**src/rtl/cp0_exc_unit.sv**
```systemverilog
`default_nettype none
// ============================================================================
// Module   : cp0_exc_unit
// Brief    : MIPS coprocessor-0 at the memory stage: SR/Cause/EPC/PRId,
//            exception/interrupt request, mtc0 writes, eret, mfc0 read.
// Revision : 1.0
// ============================================================================
module cp0_exc_unit #(
  parameter logic [31:0] PRID       = 32'h0000_2021,
  parameter logic [31:0] HANDLER_PC = 32'h0000_4180
) (
  input  logic        clk,
  input  logic        reset,
  input  logic [4:0]  rd_addr,
  input  logic [4:0]  wr_addr,
  input  logic        wr_en,
  input  logic [31:0] wr_data,
  input  logic [31:0] pc_m,
  input  logic        bd_m,
  input  logic [4:0]  exc_in,
  input  logic [1:0]  alu_exc,
  input  logic [5:0]  hw_int,
  input  logic        eret,
  output logic [31:0] dout,
  output logic [31:0] epc_out,
  output logic [31:0] handler_pc,
  output logic        req
);

  localparam logic [4:0] c_addr_sr    = 5'd12;
  localparam logic [4:0] c_addr_cause = 5'd13;
  localparam logic [4:0] c_addr_epc   = 5'd14;
  localparam logic [4:0] c_addr_prid  = 5'd15;

  localparam logic [4:0] c_code_ov   = 5'd12;
  localparam logic [4:0] c_code_ades = 5'd5;
  localparam logic [4:0] c_code_adel = 5'd4;

  logic [5:0]  r_im;
  logic        r_exl;
  logic        r_ie;
  logic        r_bd;
  logic [5:0]  r_ip;
  logic [4:0]  r_exc_code;
  logic [31:0] r_epc;

  logic [4:0]  w_eff_code;
  logic        w_int_req;
  logic        w_exc_req;
  logic [31:0] w_sr;
  logic [31:0] w_cause;

  // Earlier-stage exceptions outrank the ALU's own fault.
  always_comb begin
    w_eff_code = 5'd0;
    if (exc_in != 5'd0) begin
      w_eff_code = exc_in;
    end else begin
      case (alu_exc)
        2'd1:    w_eff_code = c_code_ov;
        2'd2:    w_eff_code = c_code_ades;
        2'd3:    w_eff_code = c_code_adel;
        default: w_eff_code = 5'd0;
      endcase
    end
  end

  assign w_int_req = r_ie & ~r_exl & (|(hw_int & r_im));
  assign w_exc_req = ~r_exl & (w_eff_code != 5'd0);
  assign req       = w_int_req | w_exc_req;

  always_ff @(posedge clk or posedge reset) begin
    if (reset) begin
      r_im       <= 6'd0;
      r_exl      <= 1'b0;
      r_ie       <= 1'b0;
      r_bd       <= 1'b0;
      r_ip       <= 6'd0;
      r_exc_code <= 5'd0;
      r_epc      <= 32'd0;
    end else begin
      r_ip <= hw_int;
      if (req) begin
        // A cancelled instruction's mtc0 and eret are both dropped here.
        r_exl      <= 1'b1;
        r_bd       <= bd_m;
        r_epc      <= bd_m ? (pc_m - 32'd4) : pc_m;
        r_exc_code <= w_int_req ? 5'd0 : w_eff_code;
      end else begin
        if (wr_en && (wr_addr == c_addr_sr)) begin
          r_im  <= wr_data[15:10];
          r_exl <= wr_data[1];
          r_ie  <= wr_data[0];
        end
        if (wr_en && (wr_addr == c_addr_epc)) begin
          r_epc <= wr_data;
        end
        if (eret) begin
          r_exl <= 1'b0;
        end
      end
    end
  end

  assign w_sr    = {16'd0, r_im, 8'd0, r_exl, r_ie};
  assign w_cause = {r_bd, 15'd0, r_ip, 3'd0, r_exc_code, 2'd0};

  always_comb begin
    dout = 32'd0;
    case (rd_addr)
      c_addr_sr:    dout = w_sr;
      c_addr_cause: dout = w_cause;
      c_addr_epc:   dout = r_epc;
      c_addr_prid:  dout = PRID;
      default:      dout = 32'd0;
    endcase
  end

  assign epc_out    = r_epc;
  assign handler_pc = HANDLER_PC;

endmodule
`default_nettype wire

```
**config.mk**
```make
export PLATFORM = sky130hd
export DESIGN_NAME = cp0_exc_unit
export DESIGN_NICKNAME = d
export VERILOG_FILES = /design/src/rtl/cp0_exc_unit.sv
export SDC_FILE = /design/constraint.sdc
export NUM_CORES = 1
export LEC_CHECK = 0
export ABC_CLOCK_PERIOD_IN_PS = 3100
export CAP_MARGIN = 20
export CORE_MARGIN = 2
export CORE_UTILIZATION = 35
export CTS_CLUSTER_SIZE = 14
export DETAILED_ROUTE_END_ITERATION = 8
export HOLD_SLACK_MARGIN = 0.1
export PLACE_DENSITY = 0.72
export SLEW_MARGIN = 20
export SYNTH_ARGS = -nofsm -noshare
export SYNTH_HDL_FRONTEND = slang
export SYNTH_SLANG_ARGS = --single-unit
export TNS_END_PERCENT = 10
```
**constraint.sdc**
```tcl
create_clock -name clk -period 3.1 [get_ports clk]
set_clock_uncertainty 0.2 [all_clocks]
set_input_delay 0.62 -clock clk [delete_from_list [all_inputs] [get_ports clk]]
set_output_delay 0.62 -clock clk [all_outputs]
set_load 0.05 [all_outputs]
```
==> out/results.tsv, run 1 <==
stage	metric	value	unit
pwr	power_frac_seq	29.9	%
placement	place_area	5657	um^2
outcome	status	finished clean	
hold_path	min-delay-start	r_bd	
pwr	p_switching	1.931	mW
drt	avgRoutedWirePerCell	15.57	um
timing	setup_viol	0	
die	core	10180	um^2
yosys	syn_area	3622	um^2
timing	min_period_over_period	97.32	%
die	die_area	11180	um^2
drt	drtIter0Drc	100	
global_route	grt_pass1_wl	17260	um
global_route	grt_pass1_vias	3363	
pwr	p_int	2.083	mW
worst_setup_path	end_kind	primary output	
worst_setup_path	crit_start	hw_int[0]	
yosys	netlist_instances	374	
yosys	yosys_register_bits	52	
clock_tree	cts_tree	built	
layout	regArea	1301	um^2
placement	hpwl	8503	um
yosys	seq_area_frac_synth	35.92	%
timing	rsz0062_at_grt	false	
clock_tree	cts-root-buf	clkbuf_8	
layout	post-route-cell-area	5768	um^2
run	max-cap-violations	0	
clock_tree	clock_path_buffers	2	
timing	maxSlewHeadroom	56.43	%
die	die_h	105.7	um
placement	place_inst	673	
drt	firstDrtPassIters	4	
die	die_x	105.7	um
die	io_pins	189	
clock_tree	cts_inserted_buffers	5	
timing	finalMaxSlewViolations	0	
timing	fin_tns_setup	0	ps
clock_tree	cts_setup_buffers	0	
clock_tree	clk_latency	300	ps
drt	vias_per_cell	4.787	
placement	port_buffers	156	
hold_path	hp-class	register to register	
worst_setup_path	cp_max_fo	9	
drt	ant_nets	0	
timing	fin_ws	83.04	ps
clock_tree	cts_resized	0	
worst_setup_path	required	2280	ps
pwr	vdd_drop_max	0.4629	mV
global_route	overflow	0	
clock_tree	clk_pin_slew	90	ps
worst_setup_path	start_kind	input port	
worst_setup_path	rrSetupSlack	860	ps
global_route	track_usage	18.98	%
worst_setup_path	critPathKind	input port to primary output	
layout	num-nets-final	637	
layout	drive_gt1_share	16.70	%
global_route	grt_start_max_net_pins	36	
timing	tightest_slew	652.6	ps
timing	hold_slack	277.2	ps
yosys	synth_edf_count	0	
yosys	ys_types	48	
yosys	syn_avg_cell_area	9.685	um^2
timing	hold_viol	0	
layout	antenna_cells	0	
placement	pre_cts_ws	99.02	ps
yosys	synth-async-reset-ratio	100.0	%
worst_setup_path	r2r-start	r_im[2]	
drt	wirelength	10600	um
clock_tree	clock-sinks	52	
clock_tree	cts-hold-fix-buffers	0	
timing	fmax	0.3315	GHz
worst_setup_path	worstPathArrival	2200	ps
global_route	antenna_found_initial	0	
clock_tree	htreeDepth	2	
layout	fillers	913	
layout	multi_input_area	2103	um^2
yosys	ys_warn_count	0	
yosys	synth-main-ff-cell	dfrtp_1	
drt	vias	3260	
pwr	clkPwrFrac	11.9	%
pwr	p_total	4.014	mW
pwr	leakage	2.633	nW
pwr	comb_power_share	58.2	%
die	initial_core_util	35.57	%
layout	layout.cells.non_filler	681	
pwr	p_sw_share	48.10	%
pwr	power_density	695.9	nW/um^2
placement	place_congestion	0.8456	
drt	drc_errors	0	
layout	utilization	56.63	%
timing	period_minus_slack	3017	ps
layout	area_delta_synth_final	59.24	%
die	rows	37	
==> layer usage <==
layer | routed length, um | share of wire, % | track usage (%)
met1 | 4379 | 41 | 23.45
met2 | 5421 | 51 | 33.96
met3 | 665 | 6.3 | 4.205
met4 | 136 | 1.3 | 3.759
met5 | 0 | 0 | 0
==> cell families (layout without fill, tap and decap cells) <==
family | after synthesis | count (layout) | share of synthesized area [%]
mux | 66 | 66 | 18.48
fa+ha+maj | 1 | 1 | 0.3454
xor+xnor | 25 | 25 | 6.045
flops | 52 | 52 | 35.92
simple gates | 126 | 126 | 20.62
other cells | 2 | 32 | 0.2073
compound gates | 50 | 50 | 9.154
buf+inv | 52 | 193 | 9.223
==> state kept, by name, summed over array words and instances, names as in the netlist <==
name	count
r_bd	1
r_exl	1
r_ip	6
r_exc_code	5
r_im	6
epc_out	32
r_ie	1
==> placed cells by master, fill, tap and decap left out, types with 2 or more instances in the layout <==
cell,n
nand2b_1,2
mux2_2,7
dfrtp_1,52
nor2_1,34
nor2b_1,6
o21ai_0,13
a22o_1,3
inv_2,2
conb_1,32
nand2_1,23
nand3_1,3
o21a_1,3
buf_4,26
a22oi_1,8
nor4_1,5
o22a_1,3
and2_1,20
nor3_1,8
inv_1,2
xnor2_1,13
mux2i_1,59
nand3b_1,2
clkdlybuf4s50_1,123
o31ai_2,2
buf_12,32
or3_1,4
nand4_1,3
a21oi_1,12
nor4_4,5
xor2_1,12
clkbuf_8,5
==> final cells by class <==
cell class,count,area share (%)
Inverter,4,0.2603
Sequential cell,52,22.56
Multi-Input combinational cell,300,36.46
Tap cell,136,2.950
Timing Repair Buffer,181,35.84
Clock buffer,5,1.193
Clock inverter,3,0.7375
==> power groups by stage <==
stage	clock (mW)	sequential, mW	combinational [mW]
2_1_floorplan	0	1.89	0.834
3_3_place_gp	0	1.20	2.32
3_5_place_dp	0	1.21	2.35
4_1_cts	0.491	1.20	2.35
5_1_grt	0.511	1.24	2.47
6_report	0.478	1.20	2.34
==> critical path, stage by stage <==
cell             delay, ps
clkdlybuf4s50_1        440
a22o_1                 250
o31ai_2                370
o21a_2                 190
inv_2                  100
buf_4                  210
==> synth_stat cells (3+ instances only) <==
| cell type | number | area [um^2] |
|---|---|---|
| o22a_1 | 3 | 26.28 |
| clkbuf_1 | 8 | 30.03 |
| mux2_2 | 7 | 78.83 |
| nor4_4 | 5 | 106.4 |
| buf_4 | 32 | 240.2 |
| inv_1 | 3 | 11.26 |
| nand3_1 | 3 | 15.01 |
| dfrtp_1 | 52 | 1301 |
| nand4_1 | 3 | 18.77 |
| and2_1 | 20 | 125.1 |
| nor4_1 | 5 | 31.28 |
| buf_1 | 3 | 11.26 |
| a22o_1 | 3 | 26.28 |
| nor2_1 | 34 | 127.6 |
| o21a_1 | 4 | 30.03 |
| o21ai_0 | 13 | 65.06 |
| a21oi_1 | 12 | 60.06 |
| nor2b_1 | 6 | 37.54 |
| nor3_1 | 8 | 40.04 |
| a22oi_1 | 8 | 60.06 |
| nand2_1 | 24 | 90.09 |
| mux2i_1 | 59 | 590.6 |
| buf_2 | 3 | 15.01 |
| or3_1 | 4 | 25.02 |
| xor2_1 | 12 | 105.1 |
| xnor2_1 | 13 | 113.9 |
==> path summary, 6_finish.rpt <==
check                         endpoint  cells past startpoint
max                                req                      6
min                               r_bd                      2
max reg2reg                    r_im[4]                      6
min reg2reg                       r_bd                      2
max in group asynchronous  epc_out[28]                      3
min in group asynchronous  epc_out[18]                      2
Note: power is estimated with default switching activity, not from simulation.
==> inputs of run 2 (changes only) <==
- CORE_UTILIZATION: 35 -> 40
- PLACE_DENSITY: 0.72 -> 0.81
==> run 2 against run 1 <==
Net effect:
- first-iteration DRC count increased by 24%
- worst hold slack better by 6.0 ps
- sequential share of layout area increased by 0.079 points
- sequential power about the same
- flip-flop and latch count is the same
- largest cell class is now buffers
- highest routed layer unchanged
==> out/results.tsv, run 2 (synthesis results as in run 1) <==
stage	metric	value	unit
placement	port_buffers	156	
drt	ant_nets	0	
die	die_area	9833	um^2
drt	wl_met1	4299	um
placement	hpwl	8648	um
layout	regArea	1301	um^2
timing	maxSlewHeadroom	55.88	%
timing	rsz0062_at_grt	false	
timing	hold_viol	0	
drt	wirelength	10590	um
drt	avgRoutedWirePerCell	16.12	um
worst_setup_path	cp_max_fo	19	
drt	firstDrtPassIters	4	
timing	min_period_over_period	94.15	%
clock_tree	cts_tree	built	
clock_tree	clock_path_buffers	2	
global_route	grt_pass1_wl	17080	um
die	die_h	99.16	um
timing	fin_ws	181.5	ps
drt	drtIter0Drc	124	
worst_setup_path	crit_start	rd_addr[1]	
worst_setup_path	worstRegToRegCells	6	
pwr	leakage	2.645	nW
global_route	grt_start_max_net_pins	36	
drt	vias	3364	
global_route	overflow	0	
layout	num-nets-final	641	
timing	setup_viol	0	
worst_setup_path	max_stage_delay	530	ps
drt	dr_wl_met2	5400	um
worst_setup_path	critPathKind	input port to primary output	
pwr	vdd_drop_max	0.4589	mV
timing	period_minus_slack	2919	ps
hold_path	hp-class	register to register	
worst_setup_path	slowest_stage	clkdlybuf4s50_1	
die	core	8763	um^2
global_route	track_usage	21.33	%
pwr	p_sw_share	48.95	%
pwr	p_switching	1.917	mW
clock_tree	clk_pin_slew	90	ps
clock_tree	cts_inserted_buffers	5	
clock_tree	clk_latency	290	ps
worst_setup_path	start_kind	input port	
drt	vias_per_cell	5.120	
drt	drc_errors	0	
global_route	grt_pass1_vias	3478	
hold_path	min_to	r_bd	
layout	largest_reg_flops	32	
worst_setup_path	worstPathCellList	clkdlybuf4s50_1 > nor2b_1 > nor2b_1 > buf_4 > and2_1 > buf_12	
clock_tree	htreeDepth	2	
pwr	power_frac_seq	30.9	%
pwr	clkPwrFrac	9.4	%
clock_tree	clock-sinks	52	
worst_setup_path	required	2280	ps
layout	fillers	704	
drt	route.met3.wl	798	um
layout	final_common_cell	clkdlybuf4s50_1	
placement	pre_cts_ws	94.40	ps
placement	place_congestion	0.8611	
pwr	p_int	2.000	mW
worst_setup_path	end_kind	primary output	
timing	tightest_slew	660.8	ps
global_route	antenna_found_initial	1	
clock_tree	cts-hold-fix-buffers	0	
pwr	power_density	681.5	nW/um^2
hold_path	min-delay-start	r_bd	
die	rows	34	
drt	topRoutingLayerUsed	met4	
pwr	comb_power_share	59.6	%
outcome	status	finished clean	
clock_tree	cts_resized	0	
timing	finalMaxSlewViolations	0	
die	io_pins	189	
layout	multi_input_area	2103	um^2
layout	drive_gt1_share	17.15	%
worst_setup_path	worstPathArrival	2100	ps
timing	fin_tns_setup	0	ps
timing	fmax	0.3426	GHz
clock_tree	cts_setup_buffers	0	
layout	final_cell_mix	clkdlybuf4s50_1 (123), mux2i_1 (59), dfrtp_1 (52)	
die	initial_core_util	41.33	%
hold_path	hold_depth	2	
worst_setup_path	rrSetupSlack	980	ps
worst_setup_path	r2r-end	epc_out[31]	
layout	area_delta_synth_final	58.69	%
worst_setup_path	cpMostUsedCell	nor2b_1	
clock_tree	cts-root-buf	clkbuf_8	
run	max-cap-violations	0	
worst_setup_path	r2r-start	r_im[0]	
die	die_x	99.16	um
-- run 2: changes by cell type in the layout (fill, tap and decap cells not counted), sizes merged --
cell    previous run  this run
diode              0         1
bufinv             1         0
buf               58        62
-- run 2: metal layers --
layer / up-vias / global-route usage (%)
li1: 1587 / -
met1: 1615 / 26.02
met2: 150 / 38.46
met3: 12 / 5.130
met4: 0 / 4.215
met5: - / 0
-- run 2: power groups by stage --
stage / clock network (mW) / logic (mW) / registers, mW
finish: 0.370 / 2.34 / 1.21
floorplan: 0 / 0.834 / 1.89
CTS: 0.380 / 2.35 / 1.21
global route: 0.404 / 2.46 / 1.25
global placement: 0 / 2.31 / 1.20
detailed placement: 0 / 2.35 / 1.22
-- run 2: layout make-up --
cell class	instances	share of cell area, %
repair buffers	185	36.70
diodes	1	0.04354
clock inverters	2	0.2177
inverters	4	0.2612
clock buffers	5	1.197
multi-input cells	300	36.59
flip-flops and latches	52	22.64
well taps	108	2.351
-- run 2: worst max-delay path by stage --
stage	endpoint	slack, ps
2_1_floorplan	dout[13]	90
3_3_place_gp	epc_out[11]	150
3_5_place_dp	epc_out[15]	90
4_1_cts	dout[20]	190
5_1_grt	dout[18]	100
6_report	dout[20]	180
-- run 2: worst max-delay path: cells and delay by family --
kind | cells | cell delay, ps
buf+inv | 3 | 920
simple gates | 3 | 550
-- run 2: per-stage QoR --
stage	utilization [%]	hold WS, ps	total power, mW	instance area [um^2]	cells
4_1_cts	65.56	283.9	3.945	5746	656
3_5_place_dp	64.63	263.0	3.572	5664	649
6_report	65.59	283.1	3.917	5748	657
2_1_floorplan	-	239.6	2.721	3735	404
5_1_grt	65.56	322.6	4.117	5746	656
3_3_place_gp	64.63	253.3	3.511	5664	649
==> RTL change, RTL diff (config.mk and constraints of run 2) <==
Register the input `wr_data` before use. The logic sees it one clock later. The other inputs are not delayed to match.
--- a/src/rtl/cp0_exc_unit.sv
+++ b/src/rtl/cp0_exc_unit.sv
@@ -36,4 +36,10 @@
   localparam logic [4:0] c_code_ades = 5'd5;
   localparam logic [4:0] c_code_adel = 5'd4;
+
+  logic [31:0] wr_data_q;
+
+  always_ff @(posedge clk) begin
+    wr_data_q <= wr_data;
+  end
 
   logic [5:0]  r_im;
@@ -89,10 +95,10 @@
       end else begin
         if (wr_en && (wr_addr == c_addr_sr)) begin
-          r_im  <= wr_data[15:10];
-          r_exl <= wr_data[1];
-          r_ie  <= wr_data[0];
+          r_im  <= wr_data_q[15:10];
+          r_exl <= wr_data_q[1];
+          r_ie  <= wr_data_q[0];
         end
         if (wr_en && (wr_addr == c_addr_epc)) begin
-          r_epc <= wr_data;
+          r_epc <= wr_data_q;
         end
         if (eret) begin
Formal check against the unedited RTL: not equivalent (Yosys sat finds a counterexample within 4 cycles, from zero or initial values and one cycle with reset high).
==> RTL change against run 2 <==
Cell area is 16% higher; synthesized area is 20% higher; power is 27% higher; largest power group unchanged; die area is 19% higher; routed wire length is 34% higher; setup slack worse by 0.094 ns; sequential cell count is 32 higher; sequential power is 39% higher; clock power is 120% higher; critical path type unchanged; synthesized cell count is 15% higher.
==> RTL change: results (changes against run 2) <==
period_share_pct: 97.18  # +3.0 points
status: "completed"
ir_drop_mv: 0.5077  # +11%
placed_cell_area_sq_um: 6461  # +14%
first_pass_iters: 5  # +1
regToRegEndpoint: "r_im[3]$_DFFE_PP0P_"
grt_max_degree: 53  # +47%
cts_buffers: 9  # +4
yosys-top-cells-area: "dfrtp_1 30%, dfxtp_1 15%, mux2i_1 8.8%"
synth_compound_area_share_pct: 15.59  # +6.4 points
gp_congestion: 0.9383  # +9.0%
grt_pass1_wl_um: 22270  # +30%
postSynthAreaPerCell_sq_um: 10.07  # +4.0%
async_reset_ff_share_pct: 61.90  # -38 points
rrSetupSlack_ns: 0.77  # -0.21 ns
layout-drive-gt1-share_pct: 16.64  # -0.51 points
vias: 4220  # +25%
cp-endpoint: "req"
finalNetCount: 701  # +9.4%
grt_use_met1_pct: 30.96  # +4.9 points
placedCellCount: 737  # +14%
seq_area_frac_synth_pct: 44.73  # +8.8 points
fin_area_sq_um: 6669  # +16%
grt_pass1_vias: 4288  # +23%
htreeDepth: 3  # +1
fill_cells: 869  # +23%
diodes: 0  # -1
hold_start: "wr_data_q[10]$_DFF_P_"
cp_max_fo: 2  # -17
seq_power_share_pct: 33.7  # +2.8 points
antenna_found_initial: 0  # -1
synthMuxAreaShare_pct: 11.35  # -7.1 points
hpwl_um: 10960  # +27%
use_met2_pct: 42.41  # +3.9 points
track_usage_pct: 24.86  # +3.5 points
synthAdderAreaFrac_pct: 0.2882  # -0.057 points
routed_wl_um: 14230  # +34%
routed-wl-met3_um: 1263  # +58%
timing.rr.start: "r_im[1]$_DFFE_PP0P_"
dr_wl_met2_um: 6903  # +28%
clock_power_uw: 798  # +120%
switching_share_pct: 45.50  # -3.4 points
worst-endpoint-arrival_ns: 2.19  # +0.09 ns
place_ws_ns: -0.1349  # -0.2293 ns
gr-usage-met3_pct: 4.099  # -1.0 points
synth_xor_area_share_pct: 2.824  # -3.2 points
synth.distinct_cells: 53  # +10%
holdPathEnd: "r_im[0]$_DFFE_PP0P_"
power.leakage_nw: 2.701  # +2.1%
drt_iter0_drc: 369  # +200%
finalNonFillerCells: 753  # +15%
holdWs_ns: 0.3057  # +0.02263 ns
cp-startpoint: "exc_in[1]"
insertion_delay_ns: 0.35  # +0.06 ns
synth.top_cells.by_count: "52 x dfrtp_1, 38 x mux2i_1, 32 x buf_4, 32 x dfxtp_1, 27 x nor2_1"
## RTL change: changes by cell type after synthesis, sizes merged, moves of 7 or more
cell and delta:
inv +15, xnor2 -10, o31ai +10, a31oi +21, or4 +13, mux2i -21, clkbuf +7, a2111oi +11
dfxtp +32, nor2 -7, nand2 -15
## RTL change: layout make-up
class / instances / area share, %
timing repair buffer: 191 / 32.55
clock inverter: 7 / 1.126
multi-input combinational: 303 / 31.65
tap: 140 / 2.627
sequential: 84 / 29.12
inverter: 19 / 1.069
clock buffer: 9 / 1.857
## RTL change: worst max-delay path, stage by stage
cell and delay, ns:
clkdlybuf4s50_1 0.42, or4_4 0.43, o41a_4 0.39, nor2_4 0.11, inv_2 0.07, buf_8 0.15
## RTL change: repair_timing
item                       4_1_cts  5_1_grt
gates resized for setup          7        0
pin swaps                        3        1
setup endpoints to repair        1        1
